**src/rtl/uart_pkg.sv**
```systemverilog
// rtl/uart_pkg.sv - shared UART encodings, transmitter state type and frame helpers
package uart_pkg;

  localparam int DATA_W = 8;

  typedef enum logic [2:0] {
    IDLE,
    START,
    DATA,
    PARITY,
    STOP
  } tx_state_t;

  localparam logic [1:0] DB_5 = 2'd0;
  localparam logic [1:0] DB_6 = 2'd1;
  localparam logic [1:0] DB_7 = 2'd2;
  localparam logic [1:0] DB_8 = 2'd3;

  localparam logic STOP_1 = 1'b0;
  localparam logic STOP_2 = 1'b1;

  // Selects the active character bits so unused upper bits never reach parity.
  function automatic logic [DATA_W-1:0] data_mask(input logic [1:0] bits_code);
    case (bits_code)
      DB_5:    return 8'h1F;
      DB_6:    return 8'h3F;
      DB_7:    return 8'h7F;
      default: return 8'hFF;
    endcase
  endfunction

  // Index of the final data bit: character length minus one (4..7).
  function automatic logic [2:0] last_idx(input logic [1:0] bits_code);
    return {1'b1, bits_code};
  endfunction

endpackage

```
**src/rtl/uart_tx_frame_if.sv**
```systemverilog
// rtl/uart_tx_frame_if.sv - character handshake between a producer and the UART transmitter
interface uart_tx_frame_if #(
  parameter int MAX_BITS = 8
);
  logic                tx_valid;
  logic [MAX_BITS-1:0] tx_data;
  logic                tx_ready;

  modport master (
    output tx_valid,
    output tx_data,
    input  tx_ready
  );

  modport slave (
    input  tx_valid,
    input  tx_data,
    output tx_ready
  );
endinterface

```
**src/rtl/uart_baud_cnt.sv**
```systemverilog
// rtl/uart_baud_cnt.sv - bit-period down-counter giving one tick per baud interval
module uart_baud_cnt #(
  parameter int DIV_W = 16
) (
  input  logic             clk,
  input  logic             arst_n,
  input  logic             i_load,
  input  logic             i_en,
  input  logic [DIV_W-1:0] i_div,
  output logic             o_tick
);

  logic [DIV_W-1:0] r_cnt;

  assign o_tick = i_en && (r_cnt == '0);

  // Counting down to zero and reloading the divider never overflows, even at all-ones.
  always_ff @(posedge clk or negedge arst_n) begin
    if (!arst_n) begin
      r_cnt <= '0;
    end else if (i_load || o_tick) begin
      r_cnt <= i_div;
    end else if (i_en) begin
      r_cnt <= r_cnt - DIV_W'(1);
    end
  end

endmodule

```
**src/rtl/uart_tx_frame.sv**
```systemverilog
// rtl/uart_tx_frame.sv - UART transmitter with runtime character length, parity and stop bits
module uart_tx_frame
  import uart_pkg::*;
#(
  parameter int DIV_W    = 16,
  parameter int MAX_BITS = 8
) (
  input  logic             clk,
  input  logic             arst_n,
  input  logic [DIV_W-1:0] cfg_baud_div,
  input  logic [1:0]       cfg_data_bits,
  input  logic             cfg_parity_en,
  input  logic             cfg_parity_odd,
  input  logic             cfg_stop2,
  uart_tx_frame_if.slave   tx_if,
  output logic             tx_serial,
  output logic             tx_busy,
  output logic             tx_done
);

  tx_state_t           r_state;
  logic [MAX_BITS-1:0] r_data;
  logic [1:0]          r_bits;
  logic                r_par_en;
  logic                r_par_bit;
  logic                r_stop2;
  logic                r_stop_second;
  logic [2:0]          r_idx;
  logic [DIV_W-1:0]    r_div;
  logic                r_serial;
  logic                r_done;

  logic                w_idle;
  logic                w_tick;
  logic [2:0]          w_idx_nxt;
  logic                w_par_in;

  assign w_idle         = (r_state == IDLE);
  assign w_idx_nxt      = r_idx + 3'd1;
  assign w_par_in       = (^(tx_if.tx_data & data_mask(cfg_data_bits))) ^ cfg_parity_odd;
  assign tx_if.tx_ready = w_idle;
  assign tx_busy        = !w_idle;
  assign tx_serial      = r_serial;
  assign tx_done        = r_done;

  // While idle the counter tracks the live divider so acceptance starts a full bit period.
  uart_baud_cnt #(.DIV_W(DIV_W)) u_baud_cnt (
    .clk    (clk),
    .arst_n (arst_n),
    .i_load (w_idle),
    .i_en   (!w_idle),
    .i_div  (w_idle ? cfg_baud_div : r_div),
    .o_tick (w_tick)
  );

  always_ff @(posedge clk or negedge arst_n) begin
    if (!arst_n) begin
      r_state       <= IDLE;
      r_data        <= '0;
      r_bits        <= DB_5;
      r_par_en      <= 1'b0;
      r_par_bit     <= 1'b0;
      r_stop2       <= STOP_1;
      r_stop_second <= 1'b0;
      r_idx         <= 3'd0;
      r_div         <= '0;
      r_serial      <= 1'b1;
      r_done        <= 1'b0;
    end else begin
      r_done <= 1'b0;
      case (r_state)
        IDLE: begin
          r_serial <= 1'b1;
          if (tx_if.tx_valid) begin
            // Parity is resolved here so later cfg changes cannot alter the frame.
            r_data        <= tx_if.tx_data;
            r_bits        <= cfg_data_bits;
            r_par_en      <= cfg_parity_en;
            r_par_bit     <= w_par_in;
            r_stop2       <= cfg_stop2;
            r_div         <= cfg_baud_div;
            r_idx         <= 3'd0;
            r_stop_second <= 1'b0;
            r_serial      <= 1'b0;
            r_state       <= START;
          end
        end
        START: begin
          if (w_tick) begin
            r_idx    <= 3'd0;
            r_serial <= r_data[0];
            r_state  <= DATA;
          end
        end
        DATA: begin
          if (w_tick) begin
            if (r_idx == last_idx(r_bits)) begin
              if (r_par_en) begin
                r_serial <= r_par_bit;
                r_state  <= PARITY;
              end else begin
                r_serial <= 1'b1;
                r_state  <= STOP;
              end
            end else begin
              r_idx    <= w_idx_nxt;
              r_serial <= r_data[w_idx_nxt];
            end
          end
        end
        PARITY: begin
          if (w_tick) begin
            r_serial <= 1'b1;
            r_state  <= STOP;
          end
        end
        STOP: begin
          if (w_tick) begin
            if ((r_stop2 == STOP_2) && !r_stop_second) begin
              r_stop_second <= 1'b1;
            end else begin
              r_done  <= 1'b1;
              r_state <= IDLE;
            end
          end
        end
        default: begin
          r_serial <= 1'b1;
          r_state  <= IDLE;
        end
      endcase
    end
  end

endmodule

```
**src/flat_wrapper.sv**
```systemverilog
// flat-port wrapper written by rule: the top's interface ports become plain ports
module uart_tx_frame_flat import uart_pkg::*;
#(
  parameter int DIV_W    = 16,
  parameter int MAX_BITS = 8
)
  (clk, arst_n, cfg_baud_div, cfg_data_bits, cfg_parity_en, cfg_parity_odd, cfg_stop2, tx_serial, tx_busy, tx_done, tx_if_tx_valid, tx_if_tx_data, tx_if_tx_ready);
  uart_tx_frame_if #(.MAX_BITS(MAX_BITS)) tx_if_i ();
  input  logic clk;
  input  logic arst_n;
  input  logic [DIV_W-1:0] cfg_baud_div;
  input  logic [1:0] cfg_data_bits;
  input  logic cfg_parity_en;
  input  logic cfg_parity_odd;
  input  logic cfg_stop2;
  output logic tx_serial;
  output logic tx_busy;
  output logic tx_done;
  input wire logic [$bits(tx_if_i.tx_valid)-1:0] tx_if_tx_valid;
  input wire logic [$bits(tx_if_i.tx_data)-1:0] tx_if_tx_data;
  output wire logic [$bits(tx_if_i.tx_ready)-1:0] tx_if_tx_ready;
  assign tx_if_i.tx_valid = tx_if_tx_valid;
  assign tx_if_i.tx_data = tx_if_tx_data;
  assign tx_if_tx_ready = tx_if_i.tx_ready;
  uart_tx_frame #(.DIV_W(DIV_W), .MAX_BITS(MAX_BITS)) u_core (.clk(clk), .arst_n(arst_n), .cfg_baud_div(cfg_baud_div), .cfg_data_bits(cfg_data_bits), .cfg_parity_en(cfg_parity_en), .cfg_parity_odd(cfg_parity_odd), .cfg_stop2(cfg_stop2), .tx_if(tx_if_i), .tx_serial(tx_serial), .tx_busy(tx_busy), .tx_done(tx_done));
endmodule
```
**config.mk**
```make
export PLATFORM = sky130hd
export DESIGN_NAME = uart_tx_frame_flat
export DESIGN_NICKNAME = d
export VERILOG_FILES = /design/src/rtl/uart_pkg.sv /design/src/rtl/uart_tx_frame_if.sv /design/src/rtl/uart_baud_cnt.sv /design/src/rtl/uart_tx_frame.sv /design/src/flat_wrapper.sv
export SDC_FILE = /design/constraint.sdc
export NUM_CORES = 1
export LEC_CHECK = 0
export BUFFER_PORTS_ARGS = -buffer_cell sky130_fd_sc_hd__buf_2
export CORE_ASPECT_RATIO = 0.5
export CORE_UTILIZATION = 54
export CTS_BUF_LIST = sky130_fd_sc_hd__clkbuf_4
export DETAILED_ROUTE_END_ITERATION = 7
export PLACE_DENSITY = 0.78
export SLEW_MARGIN = 15
export SYNTH_ARGS = -nofsm -noshare
export SYNTH_HDL_FRONTEND = slang
export SYNTH_SLANG_ARGS = --single-unit
export TNS_END_PERCENT = 30
```
**constraint.sdc**
```tcl
create_clock -name clk -period 2.2 [get_ports clk]
set_input_delay 0.33 -clock clk [delete_from_list [all_inputs] [get_ports clk]]
set_output_delay 0.33 -clock clk [all_outputs]
set_load 0.01 [all_outputs]
```
==> impl_metrics.ini <==
[outcome]
status = finished, violations left
violations = setup timing

[sta]
finalSetupViolations = 13
rsz0062_at_grt = true
period_needed_ns = 2.27
clock.fmax_mhz = 441
fin_skew_ns = 0.00311
fin_ws_ns = -0.0663
fin_crit_sh_pct = 103
setup_tns_ns = -0.406
hold_viol = 0
worstMarginPinSlew_ns = 0.383
slew_violations = 0
max-slew-margin-rel_pct = 74.2

[drt]
vias_per_cell = 5.71
detail-route-antenna-nets = 0
via_count = 2403
avgRoutedWirePerCell_microns = 16.2
first_pass_iters = 4
wirelength_microns = 6810
initialDrtViolationCount = 89
drc = 0

[setup_path]
worstSetupStartpointType = flop
cp_data_required_time_ns = 2.53
crit_arrival_ns = 2.60
cp_max_fo = 4
setup.worst_path.end_class = flop
crit_type = reg2reg

[logic_synthesis]
syn_inst = 272
syn_nets = 306
synth.avg_cell_area_sq_um = 10.5
yosysWarnings = 0
ys_ff_latch = 54
syn_area_sq_um = 2840
synth.largest_area_cell = dfrtp_1
yosysUniqueCellTypes = 40
seq_area_frac_synth_pct = 47.6
synth.top_cell.area_share_pct = 46.7
synth_area_leaders = dfrtp_1, mux2_2, xnor2_1

[floorplanning]
initial_utilization_pct = 56.9
num_rows = 18
dieArea_sq_um = 5580
die_x_microns = 105
io-pin-count = 36
coreArea_sq_um = 5000
die_y_microns = 53.3

[place]
dp.cells = 395
gp_congestion = 0.848
io_buffers = 35
dpl.hpwl_microns = 4450

[clock_network]
h-tree-depth = 2
cts_sinks = 54
cts.clk_slew.worst_paths_ns = 0.14
cts-root-buf = clkbuf_4
cts_tree = built
clkLatencyLatePin_ns = 0.39
cts-buffers-inserted = 5
clock_path_buffers = 2

[global_routing]
grt_pass1_wl_microns = 10700
gr-total-overflow = 0
grt_max_degree = 25
grt_pass1_vias = 2311
antenna_found_initial = 0
gr-usage-all-layers_pct = 25.9

[power_and_ir_drop]
leakage_nw = 1.56
peakVddDrop_v = 0.000601
p_per_area_nw_per_um2 = 1010

[finish]
n_antenna_cell = 0
area_growth_syn_to_layout_pct = 26.9
num-nets-final = 384
instances_no_fill = 421
utilization_pct = 72.2
layout-drive-gt1-share_pct = 43.0
fill_cells = 370

[job]
cap_viol_max_count = 0

[worst_hold_path]
hold_path.class = in2reg
worst max-delay path, cell delays in order (launching register included):
cell     delay [ns]
dfrtp_1        0.43
or4_4          0.58
or3_4          0.41
buf_4          0.16
or3_1          0.34
mux2i_1        0.14
a21oi_1        0.15
synth_stat cells, drive strengths merged:
cell type and count:
a211oi 1, clkbuf 11, mux4 2, a2bb2oi 1
xnor2 16, or4 4, buf 4, o21ba 2
o21ai 24, a22o 1, nand2b 4, nor4 5
o21a 1, mux2i 6, nor2 16, nor3 11
and4 1, or3 10, a21oi 12, nand3 2
ha 2, mux2 28, o22a 1, a31oi 3
dfstp 1, o41ai 3, nand2 24, and2 2
dfrtp 53, o221ai 1, xor2 3, or2 3
or4b 1, nor2b 2, o31ai 4, inv 7
layout by cell type, fill, tap and decap left out, drive strengths merged, types with 2 or more instances in the layout:
cell	count
o31ai	4
o21ai	24
nand2b	4
nor2	16
mux2i	6
mux4	2
or2	3
dfrtp	53
nor3	11
nand3	2
xor2	3
a21oi	12
a31oi	3
mux2	28
xnor2	16
nand2	24
o41ai	3
inv	7
clkbuf	6
or3	10
nor2b	2
nor4	5
and2	2
buf	85
o21ba	2
or4	4
ha	2
clkinv	2
path summary, 6_finish.rpt:
path | slack [ns] | endpoint | depth (start not counted) | from
setup / recovery | -0.07 | u_core.u_baud_cnt.r_cnt[12] | 6 | u_core.u_baud_cnt.r_cnt[9]
hold / removal | 0.15 | u_core.u_baud_cnt.r_cnt[11] | 3 | cfg_baud_div[11]
setup reg to reg | -0.07 | u_core.u_baud_cnt.r_cnt[12] | 6 | u_core.u_baud_cnt.r_cnt[9]
hold reg to reg | 0.50 | u_core.tx_serial | 1 | u_core.tx_serial
max in group asynchronous | 1.21 | u_core.tx_serial | 3 | arst_n
min in group asynchronous | 0.35 | u_core.u_baud_cnt.r_cnt[7] | 2 | arst_n
timing repair:
item / in CTS / in global routing
endpoints found under the setup margin: 19 / 23
hold buffers: 1 / 0
cloned: 0 / 0
resized for setup: 14 / 23
hold endpoints to repair: 14 / 0
pin swaps: 10 / 11
buffers inserted: 16 / 2
registers in the layout, indices dropped and copies added (netlist names):
name,count
u_core.r_stop_second,1
u_core.r_par_bit,1
u_core.u_baud_cnt.r_cnt,16
u_core.r_bits,2
u_core.tx_done,1
u_core.r_data,8
u_core.r_par_en,1
u_core.r_idx,3
u_core.r_div,16
u_core.r_stop2,1
u_core.r_state,3
u_core.tx_serial,1
layout make-up:
type	instances	area [sq um]	share of cell area [%]
Inverter	7	26.3	0.728
Sequential cell	54	1350	37.5
Clock buffer	6	45.0	1.25
Multi-Input combinational cell	196	1500	41.5
Tap cell	70	87.6	2.43
Clock inverter	2	8.76	0.243
Timing Repair Buffer	86	592	16.4
kinds of logic after synthesis:
kind of cell | after synthesis | synth area share, %
buffers and inverters | 22 | 3.52
flip-flops | 54 | 47.6
AND/OR/NAND/NOR | 85 | 15.4
XOR/XNOR | 19 | 5.85
adder cells (fa/ha/maj) | 2 | 0.880
AO/OA/AOI/OAI | 54 | 12.0
multiplexers | 36 | 14.8
power breakdown:
| part | leakage [nW] | switching (mW) | internal, mW |
|---|---|---|---|
| logic | 0.881 | 0.640 | 0.860 |
| clock network | 0.0331 | 0.308 | 0.133 |
| registers | 0.648 | 0.294 | 1.40 |
routing by layer:
metal / part of all wire, % / up-vias / GRT usage, %
met1: 43 / 1186 / 28.8
li1: - / 1120 / -
met4: 2.2 / 0 / 10.6
met3: 5.4 / 23 / 9.11
met2: 49 / 74 / 46.6
met5: 0 / - / 0
per-stage QoR:
step | power [mW] | setup slack, ns | hold slack (ns) | cell area, sq um
floorplan | 2.41 | -0.104 | 0.0344 | 2850
global placement | 2.79 | -0.0335 | 0.252 | 3300
detailed placement | 2.87 | -0.157 | 0.257 | 3300
CTS | 3.52 | -0.00472 | 0.136 | 3520
global route | 3.85 | -0.123 | 0.117 | 3610
finish | 3.63 | -0.0663 | 0.149 | 3610
Note: power is estimated with default switching activity, not from simulation.
